==> config.mk <==
export PLATFORM = sky130hd
export DESIGN_NAME = spi_minion_gcd_adapter
export DESIGN_NICKNAME = d
export VERILOG_FILES = /design/src/rtl/spi_minion_gcd_adapter.sv
export SDC_FILE = /design/constraint.sdc
export NUM_CORES = 1
export LEC_CHECK = 0
export CORE_ASPECT_RATIO = 0.7
export CORE_MARGIN = 4
export CORE_UTILIZATION = 38
export DETAILED_ROUTE_END_ITERATION = 12
export GPL_TIMING_DRIVEN = 0
export HOLD_SLACK_MARGIN = 0.03
export PLACE_DENSITY = 0.65
export SLEW_MARGIN = 30
export SYNTH_ARGS = -nofsm -noshare
export SYNTH_HDL_FRONTEND = slang
export SYNTH_SLANG_ARGS = --single-unit
==> constraint.sdc <==
create_clock -name clock -period 3.55 [get_ports clock]
set_input_delay 0.8875 -clock clock [delete_from_list [all_inputs] [get_ports clock]]
set_output_delay 0.8875 -clock clock [all_outputs]
set_load 0.01 [all_outputs]
==> src/rtl/spi_minion_gcd_adapter.sv <==
// SPI minion bridge between bit-banged firmware SPI frames and the GCD unit's
// val/rdy ports, with small request/response FIFOs and in-frame flow control.
`timescale 1ns/1ps
module spi_minion_gcd_adapter #(
  parameter int PKT_NBITS = 34,
  parameter int DEPTH     = 2
) (
  input  logic        clock,
  input  logic        resetb,
  input  logic        spi_cs_n,
  input  logic        spi_sclk,
  input  logic        spi_mosi,
  output logic        spi_miso,
  output logic        spi_miso_oe,
  output logic        req_val,
  input  logic        req_rdy,
  output logic [31:0] req_msg,
  input  logic        resp_val,
  output logic        resp_rdy,
  input  logic [31:0] resp_msg,
  output logic        frame_err
);

  localparam int CW = $clog2(PKT_NBITS + 2);
  localparam int PW = $clog2(DEPTH);
  localparam int OW = $clog2(DEPTH + 1);

  localparam logic [CW-1:0] CNT_FULL = CW'(PKT_NBITS);
  localparam logic [CW-1:0] CNT_SAT  = CW'(PKT_NBITS + 1);
  localparam logic [OW-1:0] OCC_FULL = OW'(DEPTH);

  localparam logic [1:0] IDLE   = 2'd0;
  localparam logic [1:0] SHIFT  = 2'd1;
  localparam logic [1:0] COMMIT = 2'd2;

  // cs_n flops reset low so a chip select already asserted at reset release
  // never looks like a falling edge; the adapter waits for a fresh frame.
  logic [2:0] cs_q, sclk_q;
  logic [1:0] mosi_q;

  always_ff @(posedge clock or negedge resetb) begin
    if (!resetb) begin
      cs_q   <= '0;
      sclk_q <= '0;
      mosi_q <= '0;
    end else begin
      // NOTE: sequential state uses non-blocking assignments so every flop
      // samples pre-edge values, which is what makes the shift chain work.
      cs_q   <= {cs_q[1:0], spi_cs_n};
      sclk_q <= {sclk_q[1:0], spi_sclk};
      mosi_q <= {mosi_q[0], spi_mosi};
    end
  end

  logic cs_fall, cs_rise, sclk_rise, sclk_fall, mosi_s;
  assign cs_fall   =  cs_q[2]   & ~cs_q[1];
  assign cs_rise   = ~cs_q[2]   &  cs_q[1];
  assign sclk_rise = ~sclk_q[2] &  sclk_q[1];
  assign sclk_fall =  sclk_q[2] & ~sclk_q[1];
  assign mosi_s    =  mosi_q[1];

  logic [1:0]           state;
  logic [CW-1:0]        bit_cnt;
  logic [PKT_NBITS-1:0] rx_sr, tx_sr;
  logic                 snap_space, snap_avail, miso_oe;

  logic                 req_full, req_empty, resp_full, resp_empty;
  logic [31:0]          resp_head;
  logic                 frame_ok, req_push, req_pop, resp_push, resp_pop;

  always_ff @(posedge clock or negedge resetb) begin
    if (!resetb) begin
      state      <= IDLE;
      bit_cnt    <= '0;
      rx_sr      <= '0;
      tx_sr      <= '0;
      snap_space <= 1'b0;
      snap_avail <= 1'b0;
      miso_oe    <= 1'b0;
      frame_err  <= 1'b0;
    end else begin
      case (state)
        IDLE: begin
          if (cs_fall) begin
            state      <= SHIFT;
            bit_cnt    <= '0;
            snap_space <= ~req_full;
            snap_avail <= ~resp_empty;
            tx_sr      <= {~req_full, ~resp_empty, resp_empty ? 32'd0 : resp_head};
            miso_oe    <= 1'b1;
          end
        end
        SHIFT: begin
          if (cs_rise) begin
            state <= COMMIT;
          end else begin
            if (sclk_rise) begin
              rx_sr <= {rx_sr[PKT_NBITS-2:0], mosi_s};
              if (bit_cnt != CNT_SAT) bit_cnt <= bit_cnt + 1'b1;
            end
            if (sclk_fall) tx_sr <= {tx_sr[PKT_NBITS-2:0], 1'b0};
          end
        end
        COMMIT: begin
          state   <= IDLE;
          miso_oe <= 1'b0;
          tx_sr   <= '0;
          if (bit_cnt != '0 && bit_cnt != CNT_FULL) frame_err <= 1'b1;
        end
        default: state <= IDLE;
      endcase
    end
  end

  assign spi_miso    = tx_sr[PKT_NBITS-1];
  assign spi_miso_oe = miso_oe;

  // Snapshots stay valid until commit: only this point fills the request
  // queue or drains the response queue.
  assign frame_ok  = (state == COMMIT) && (bit_cnt == CNT_FULL);
  assign req_push  = frame_ok & rx_sr[PKT_NBITS-1] & snap_space;
  assign resp_pop  = frame_ok & rx_sr[PKT_NBITS-2] & snap_avail;

  logic [31:0]   req_mem [DEPTH];
  logic [PW-1:0] req_wptr, req_rptr;
  logic [OW-1:0] req_occ;

  assign req_full  = (req_occ == OCC_FULL);
  assign req_empty = (req_occ == '0);
  assign req_val   = ~req_empty;
  assign req_msg   = req_mem[req_rptr];
  assign req_pop   = req_val & req_rdy;

  always_ff @(posedge clock or negedge resetb) begin
    if (!resetb) begin
      // NOTE: the storage is reset so req_msg reads zero out of reset; at
      // two entries the reset cost is negligible.
      for (int i = 0; i < DEPTH; i++) req_mem[i] <= '0;
      req_wptr <= '0;
      req_rptr <= '0;
      req_occ  <= '0;
    end else begin
      if (req_push) begin
        req_mem[req_wptr] <= rx_sr[31:0];
        req_wptr          <= req_wptr + 1'b1;
      end
      if (req_pop) req_rptr <= req_rptr + 1'b1;
      case ({req_push, req_pop})
        2'b10:   req_occ <= req_occ + 1'b1;
        2'b01:   req_occ <= req_occ - 1'b1;
        default: req_occ <= req_occ;
      endcase
    end
  end

  logic [31:0]   resp_mem [DEPTH];
  logic [PW-1:0] resp_wptr, resp_rptr;
  logic [OW-1:0] resp_occ;

  assign resp_full  = (resp_occ == OCC_FULL);
  assign resp_empty = (resp_occ == '0);
  assign resp_rdy   = ~resp_full;
  assign resp_head  = resp_mem[resp_rptr];
  assign resp_push  = resp_val & resp_rdy;

  always_ff @(posedge clock or negedge resetb) begin
    if (!resetb) begin
      for (int i = 0; i < DEPTH; i++) resp_mem[i] <= '0;
      resp_wptr <= '0;
      resp_rptr <= '0;
      resp_occ  <= '0;
    end else begin
      if (resp_push) begin
        resp_mem[resp_wptr] <= resp_msg;
        resp_wptr           <= resp_wptr + 1'b1;
      end
      if (resp_pop) resp_rptr <= resp_rptr + 1'b1;
      case ({resp_push, resp_pop})
        2'b10:   resp_occ <= resp_occ + 1'b1;
        2'b01:   resp_occ <= resp_occ - 1'b1;
        default: resp_occ <= resp_occ;
      endcase
    end
  end

endmodule
Yosys cells after proc, flatten, opt, wreduce, memory -nomap -nowiden
Cells that the tools add are included.
{ "classes": {"n_addsub": 9, "muxes": 29, "bitwise": 23, "n_reduce_logical": 20, "eq_ne": 17, "magnitude_cmp": 6} }
{ "ops": {"columns": ["operator", "n"], "rows": [
  ["$mux 32", 9],
  ["$bwmux 64", 2],
  ["$mux 34", 3],
  ["$pmux 34 s3", 1],
  ["$demux 32 s1", 2],
  ["$mux 6", 4],
  ["$ne 2x2->1 const B", 6],
  ["$ne 6x6->1 const B", 2],
  ["$pmux 2 s2", 3],
  ["$pmux 6 s2", 1],
  ["$and 1x1->1", 10],
  ["$eq 2x2->1 const B", 5],
  ["$not 1->1", 9],
  ["$ge 2x2->1 const B", 4],
  ["$not 1->2", 4],
  ["$reduce_and 2->1", 4],
  ["$reduce_bool 2->1", 4],
  ["$add 6x1->6 const B", 1],
  ["$eq 2x1->1 const B", 3],
  ["$eq 6x6->1 const B", 1],
  ["$logic_not 2->1", 3],
  ["$reduce_bool 6->1", 1],
  ["$reduce_and 5->1", 1],
  ["$add 1x1->1 const B", 4],
  ["other kinds (10)", 17]
]} }
{ "totals": {"input_bits": 39, "register_bits": 224, "word_cells": 125, "out_inout_bits": 37} }

Depth between registers and ports, before layout
Gate-level depths: netlist (run 1).
{ "logic_depth": {"depth_word": 7, "depth_mapped": 8, "ltp_nobuf": 8} }

Least setup slack after synthesis (run 1)
Ideal clock, no wire load.
{ "synth_timing": {"path_type": "reg-to-output", "startpoint": "register req_rptr", "endpoint": "output port req_msg[22]", "path_slack_ns": 1.399, "required_time_ns": 2.663, "path_stages_with_launch": 4, "arrival_time_ns": 1.263, "n_path_buf": 2, "path_cell_list": "dfrtp_1 clkbuf_1 clkbuf_1 mux2_2"} }
{ "synth_via": {"elab_chain_len": 4} }
{ "synth_lines": {"columns": ["item", "line_no", "rtl"], "rows": [
  ["start, declared", "125", "logic [PW-1:0] req_wptr, req_rptr;"],
  ["start signal, assigned", "147", "if (req_pop) req_rptr <= req_rptr + 1'b1;"],
  ["$not 1->2 (implied by the code)", "131", "assign req_msg = req_mem[req_rptr];"],
  ["$mux 32 (implied by the code) (3 in a row)", "131", null],
  ["end, declared", "17", "output logic [31:0] req_msg,"]
]} }
Every way passes these cells. The select of a mux whose other input is x is not followed.

Worst setup path in the final report (run 1)
{ "layout_timing": {"startpoint": "register req_rptr", "endpoint": "output port req_msg[6]"} }
Same word-level chain as after synthesis.

==> summary.txt, run 1 <==
Worst setup path
  • Critical Path Start Type: flop
  • CP Max Fanout: 10
  • CP bufs+invs: 3
  • Critical path type: flop to primary output
  • Data arrival, critical path: 2.34 ns
  • Delay of the slowest cell on the worst path: 0.53 ns
  • CP Cell Sequence: clkbuf_1 > clkbuf_2 > mux2_2 > clkdlybuf4s50_1
  • CP top delay family: buffers and inverters
  • WP data required: 2.66 ns
  • Worst setup EP type: primary output
  • Slowest CP cell: clkdlybuf4s50_1

Routing
  • Wirelength per Cell: 16.5 um
  • DRT iter0 DRCs: 192
  • Drt pass-1 iters: 4
  • Remaining DRCs: 0
  • Final ANT Viol Nets: 0
  • Vias after detailed routing: 5582
  • Vias per Instance: 4.95
  • Drt total wl: 18.6 mm

Flow run
  • Max cap viols: 0

Yosys
  • Synthesized area: 0.00981 mm2
  • Number of synthesized flops with an enable pin: 0
  • Synth Area per Inst: 14.3 um2
  • Number of synthesized register bits: 224
  • Cells after synthesis: 686
  • Async set-reset flop share out of synthesis: 100%
  • Syn nets: 733
  • Post-synthesis sequential area ratio: 57.2%
  • Synth cell types: 46
  • Synth Warn #: 0
  • Synth Flop Type: dfrtp_1

Cells and area
  • # diodes: 0
  • Area of the multi-input gates: 0.00394 mm2
  • Nets: 836
  • Area Growth Syn to Fin: 20.1%
  • Reg area: 0.00561 mm2
  • Layout cell share with drive strength beyond 1: 36.5%
  • Fillcell total: 2204

Power and ir drop
  • Maximum VDD drop: 297 uV
  • Total leakage power: 5.34 nW
  • Pwr dens: 724 mW/mm2

Timing
  • Relative slew slack: 47.0%
  • Fmax: 309 MHz
  • Setup TNS: 0 ns
  • Hold Vio Cnt, Final: 0
  • Hold WS: 0.354 ns
  • Setup Viol. Count Final: 0
  • Period utilization: 91.1%
  • Slew Viols, Final: 0
  • Final Critical Period: 3.23 ns
  • Final Skew: 0.0119 ns
  • Worst Tran Pin Value: 0.788 ns
  • Unrepaired setup endpoints after global routing: false

Clocking
  • Max Buffers Root-to-Sink: 3
  • Num CTS Buffers: 24
  • Post-CTS Hold Fix Bufs: 0
  • CTS tree: yes
  • # H-tree levels: 1
  • Clock sink count: 224
  • Worst-Skew Late Latency: 0.51 ns
  • Clock transition at path regs: 0.06 ns
  • CTS root buf: clkbuf_16

GRT
  • First-pass GRT wire length: 31.9 mm
  • Pin count of the biggest net entering global routing: 81
  • Tot GR Track Use: 13.5%
  • Initial antenna violation count: 0
  • Met1 Use GR: 20.9%
  • Total global routing overflow: 0
  • Number of global-route vias before repair: 5931
  • GR Util met3: 3.12%
  • Met2 Use GR: 19.8%
  • Busiest grt layer: met1

Outcome
  • Status: finished clean

Min path
  • HP Class: flop to flop

Place
  • Hpwl dp: 12.6 mm
  • IO buf count: 75
  • GP Congestion: 0.751

Floorplanning
  • Die Y: 142 um
  • I/O pin cnt: 76
  • Core Area: 0.0250 mm2
  • Die X: 200 um
  • Cell Rows: 48
  • Initial Util: 39.2%
  • Die area: 0.0285 mm2
-- sequential cells by signal, indices dropped and copies added, names as in the netlist, 3 cells and up --
name      cells
req_mem      64
resp_mem     64
rx_sr        34
tx_sr        34
bit_cnt       6
cs_q          3
sclk_q        3
-- cells in the mapped netlist, types with 4 or more instances --
cell / n / area share (%)
dfrtp_1: 224 / 57
mux2_2: 198 / 23
nand2_1: 44 / 1.7
o21ai_0: 37 / 1.9
mux2i_1: 33 / 3.4
mux2_4: 30 / 4.6
clkbuf_1: 15 / 0.57
buf_2: 12 / 0.61
inv_1: 10 / 0.38
ha_1: 8 / 1.0
buf_6: 7 / 0.80
nor2_1: 6 / 0.23
xnor2_1: 6 / 0.54
o211ai_1: 4 / 0.31
xor2_1: 4 / 0.36
-- logic make-up (layout without fill, tap and decap cells) --
| family | after synthesis | after routing | synth area share, % |
|---|---|---|---|
| xor+xnor | 10 | 10 | 0.893 |
| compound gates | 54 | 54 | 3.27 |
| fa+ha+maj | 8 | 8 | 1.02 |
| flops | 224 | 224 | 57.2 |
| mux | 262 | 262 | 30.8 |
| simple gates | 80 | 80 | 4.20 |
| buf+inv | 48 | 164 | 2.64 |
-- final cells by class --
type                            instances  area share (%)
Tap cell                              325            3.45
Sequential cell                       224            47.6
Clock buffer                           35            5.97
Multi-Input combinational cell        414            33.5
Inverter                               10           0.319
Timing Repair Buffer                   77            6.89
Buffer                                 38            1.91
Clock inverter                          4           0.383
-- power breakdown --
group | internal (W) | switching, W | total (W)
combinational | 0.00133 | 0.00121 | 0.00253
sequential | 0.00323 | 0.000366 | 0.00359
clock | 0.00143 | 0.000972 | 0.00240
total | 0.00598 | 0.00254 | 0.00853
-- timing repair --
action | 4_1_cts | 5_1_grt
gates resized for setup | 0 | 6
setup buffers | 0 | 0
setup endpoints to repair | 0 | 11
-- stage by stage --
stage | setup WS [ns] | total power, W | area, um2 | util [%] | cells
final | 0.318 | 0.00853 | 11800 | 47.0 | 1127
after global routing | 0.187 | 0.00912 | 11800 | 47.0 | 1127
after CTS | 0.0550 | 0.00868 | 11800 | 47.0 | 1127
after detailed placement | 0.597 | 0.00621 | 11000 | 44.0 | 1088
after global placement | -8.18 | 0.00612 | 11000 | 43.8 | 1086
after floorplan | 1.40 | 0.00547 | 9810 | - | 686
-- path summary, 6_finish.rpt --
kind	startpoint	slack (ns)	depth (start not counted)	to
setup reg to reg	state[0]	1.28	7	tx_sr[11]
min in group asynchronous	resetb	0.37	1	req_mem[60]
max in group asynchronous	resetb	2.36	2	resp_mem[18]
hold / removal	sclk_q[0]	0.35	0	sclk_q[1]
setup / recovery	req_rptr	0.32	4	req_msg[6]
hold reg to reg	sclk_q[0]	0.35	0	sclk_q[1]
-- metal layers --
layer	wire (um)	vias up
met4	277	0
met1	9650	2848
met5	0	-
li1	-	2637
met3	825	22
met2	7890	75
-- layout by cell type (no fill, tap or decap), types with 12 or more instances in the layout --
cell type and count:
clkdlybuf4s50_1 74, mux2i_1 33, o21ai_0 37, nand2_1 44
clkbuf_1 18, mux2_2 198, dfrtp_1 224, mux2_4 30
clkbuf_16 25, buf_2 12
Note: power is estimated with default switching activity, not from simulation.
==> run 2: changes to the inputs <==
--- a/config.mk
+++ b/config.mk
@@ -6,4 +6,5 @@
 export NUM_CORES = 1
 export LEC_CHECK = 0
+export ABC_CLOCK_PERIOD_IN_PS = 3900
 export CORE_ASPECT_RATIO = 0.7
 export CORE_MARGIN = 4
==> constraint.sdc (replaced) <==
create_clock -name clock -period 3.9 [get_ports clock]
set_input_delay 0.975 -clock clock [delete_from_list [all_inputs] [get_ports clock]]
set_output_delay 0.975 -clock clock [all_outputs]
set_load 0.05 [all_outputs]
==> run 2 against run 1 <==
Sequential share of layout area about the same. Critical path depth unchanged. Via count unchanged. Register-to-register slack improved by 0.35 ns. Clock skew about the same. Routed wire length hardly changed. First-iteration DRC count decreased by 8.3%. Count of clock-buffer cells in the layout unchanged. Sequential cell count unchanged. Critical path type unchanged. Critical endpoint is now req_msg[18]. Largest cell class unchanged.
==> summary.txt, run 2 (synthesized netlist as in run 1, its figures left out) <==
Outcome
  • Status: finished clean

Flow run
  • Max cap viols: 0 (unchanged)

Power and ir drop
  • Total leakage power: 5.33 nW (-0.11%)
  • Maximum VDD drop: 271 uV (-8.9%)
  • Pwr dens: 666 mW/mm2 (-8.1%)

Clocking
  • Worst-Skew Late Latency: 0.51 ns (about the same)
  • CTS root buf: clkbuf_16
  • Setup Fix Bufs, Post-CTS: 0 (unchanged)
  • Num CTS Buffers: 24 (unchanged)
  • Max Buffers Root-to-Sink: 3 (unchanged)
  • Clock sink count: 224 (unchanged)
  • CTS tree: yes
  • Clock transition at path regs: 0.06 ns (about the same)
  • # H-tree levels: 1 (unchanged)

Cells and area
  • Most common cell after layout, fill and taps aside: dfrtp_1
  • Reg area: 0.00561 mm2 (unchanged)
  • Fillcell total: 2205 (+0.045%)
  • Nets: 836 (unchanged)
  • # diodes: 0 (unchanged)
  • Area of the multi-input gates: 0.00394 mm2 (unchanged)
  • Most frequent cells in the layout: dfrtp_1 (224), mux2_2 (198), clkdlybuf4s50_1 (74)
  • Layout cell share with drive strength beyond 1: 36.3% (-0.25 points)
  • Area Growth Syn to Fin: 20.1% (about the same)
  • Largest registers: req_mem (64), resp_mem (64)

Timing
  • Fmax: 268 MHz
  • Hold WS: 0.354 ns (+0.00000100 ns)
  • Period utilization: 95.7%
  • Worst Tran Pin Value: 0.788 ns (unchanged)
  • Hold Vio Cnt, Final: 0 (unchanged)
  • Unrepaired setup endpoints after global routing: false
  • Relative slew slack: 47.0% (unchanged)
  • Final Skew: 0.0119 ns (+0.0000495 ns)
  • Slew Viols, Final: 0 (unchanged)
  • Setup Viol. Count Final: 0 (unchanged)
  • Final Critical Period: 3.73 ns
  • Final worst slack: 0.169 ns (-0.149 ns)

Routing
  • Drt total wl: 18.6 mm (about the same)
  • Final ANT Viol Nets: 0 (unchanged)
  • DRT iter0 DRCs: 176 (-8.3%)
  • Remaining DRCs: 0 (unchanged)
  • Wirelength per Cell: 16.5 um (about the same)
  • Vias after detailed routing: 5582 (unchanged)
  • Vias per Instance: 4.95 (unchanged)
  • Drt pass-1 iters: 4 (unchanged)

Worst setup path
  • Most used cell, CP: clkbuf_1
  • Worst R2R Path Depth: 7 (unchanged)
  • Delay of the slowest cell on the worst path: 0.72 ns (+0.19 ns)
  • CP Cell Sequence: clkbuf_1 > clkbuf_1 > mux2_2 > clkdlybuf4s50_1
  • Reg-to-reg startpoint: state[0]
  • R2R setup slack: 1.63 ns (+0.35 ns)
  • Worst setup EP type: primary output
  • CP Max Fanout: 10 (unchanged)
  • Critical Path Start Type: flop
  • Data arrival, critical path: 2.76 ns (+0.42 ns)
  • R2r endpoint: tx_sr[11]
  • Slowest CP cell: clkdlybuf4s50_1
  • Crit path from: req_rptr
  • Crit path to: req_msg[18]
  • Critical path type: flop to primary output
  • WP data required: 2.92 ns (+0.26 ns)

GRT
  • First-pass GRT wire length: 31.9 mm (unchanged)
  • Tot GR Track Use: 13.5% (unchanged)
  • Number of global-route vias before repair: 5931 (unchanged)
  • Total global routing overflow: 0 (unchanged)
  • Initial antenna violation count: 0 (unchanged)
  • Pin count of the biggest net entering global routing: 81 (unchanged)

Floorplanning
  • Initial Util: 39.2% (unchanged)
  • Die area: 0.0285 mm2 (unchanged)
  • I/O pin cnt: 76 (unchanged)
  • Die Y: 142 um (unchanged)
  • Core Area: 0.0250 mm2 (unchanged)
  • Die X: 200 um (unchanged)
  • Cell Rows: 48 (unchanged)

Min path
  • HP Class: flop to flop
  • WHS Path Cells: 0 (unchanged)

Place
  • DP Worst Slack: 0.638 ns (+0.0411 ns)
  • IO buf count: 75 (unchanged)
  • GP Congestion: 0.751 (unchanged)
  • Hpwl dp: 12.6 mm (unchanged)
[run 2: cell counts in the layout (fill, tap and decap cells not counted)]
No cell type changed its count.
[run 2: what timing repair did]
action,CTS,global route
gates resized for setup,0,2
hold buffers,0,0
hold endpoints to repair,0,0
endpoints found under the setup margin,0,1
[run 2: worst min-delay path by stage]
stage | endpoint | startpoint
floorplan | cs_q[1] | cs_q[0]
global placement | sclk_q[1] | sclk_q[0]
detailed placement | sclk_q[1] | sclk_q[0]
CTS | sclk_q[1] | sclk_q[0]
global route | sclk_q[1] | sclk_q[0]
finish | sclk_q[1] | sclk_q[0]
[run 2: through the flow]
step	util (%)	power (W)	TNS, ns	cells	cell area (um2)
6_report	47.0	0.00784	0	1127	11800
2_1_floorplan	-	0.00505	0	686	9810
5_1_grt	47.0	0.00837	0	1127	11800
3_3_place_gp	43.8	0.00565	-1767.61	1086	11000
4_1_cts	47.0	0.00798	0	1127	11800
3_5_place_dp	44.0	0.00573	0	1088	11000
[run 2: critical path: cells and delay by family, from the launching register on]
family | cells | cell delay, ns
flip-flops | 1 | 0.31
multiplexers | 1 | 0.42
buffers and inverters | 3 | 1.51
[run 2: area by class of cell]
type	instances	share of cell area, %
multi-input cells	414	33.5
well taps	325	3.45
clock buffers	35	5.97
repair buffers	77	6.89
plain buffers	38	1.89
flip-flops and latches	224	47.6
clock inverters	4	0.383
inverters	10	0.319
[run 2: layer usage]
layer	wire [um]	track usage, %	share of wire (%)
met1	9650	20.9	52
met2	7890	19.8	42
met3	825	3.12	4.4
met4	277	2.29	1.5
met5	0	0	0
[run 2: report_power, final]
group	switching (W)	internal (W)
logic	0.00117	0.00120
clock network	0.000885	0.00130
registers	0.000333	0.00294
==> run 3: changes to the inputs <==
ABC_CLOCK_PERIOD_IN_PS = 3870   (was 3900)
clock period = 3.87 ns   (was 3.9 ns; I/O delays follow)
==> results of run 3 <==
Same layout as run 2 (identical final DEF). Status: finished clean.
Main changes from that run: setup slack after placement 0.638 ns -> 0.615 ns; setup slack after layout 0.169 ns -> 0.147 ns; register-to-register setup slack 1.63 ns -> 1.60 ns; total power 0.00784 W -> 0.00790 W; worst IR drop on VDD 271 uV -> 273 uV
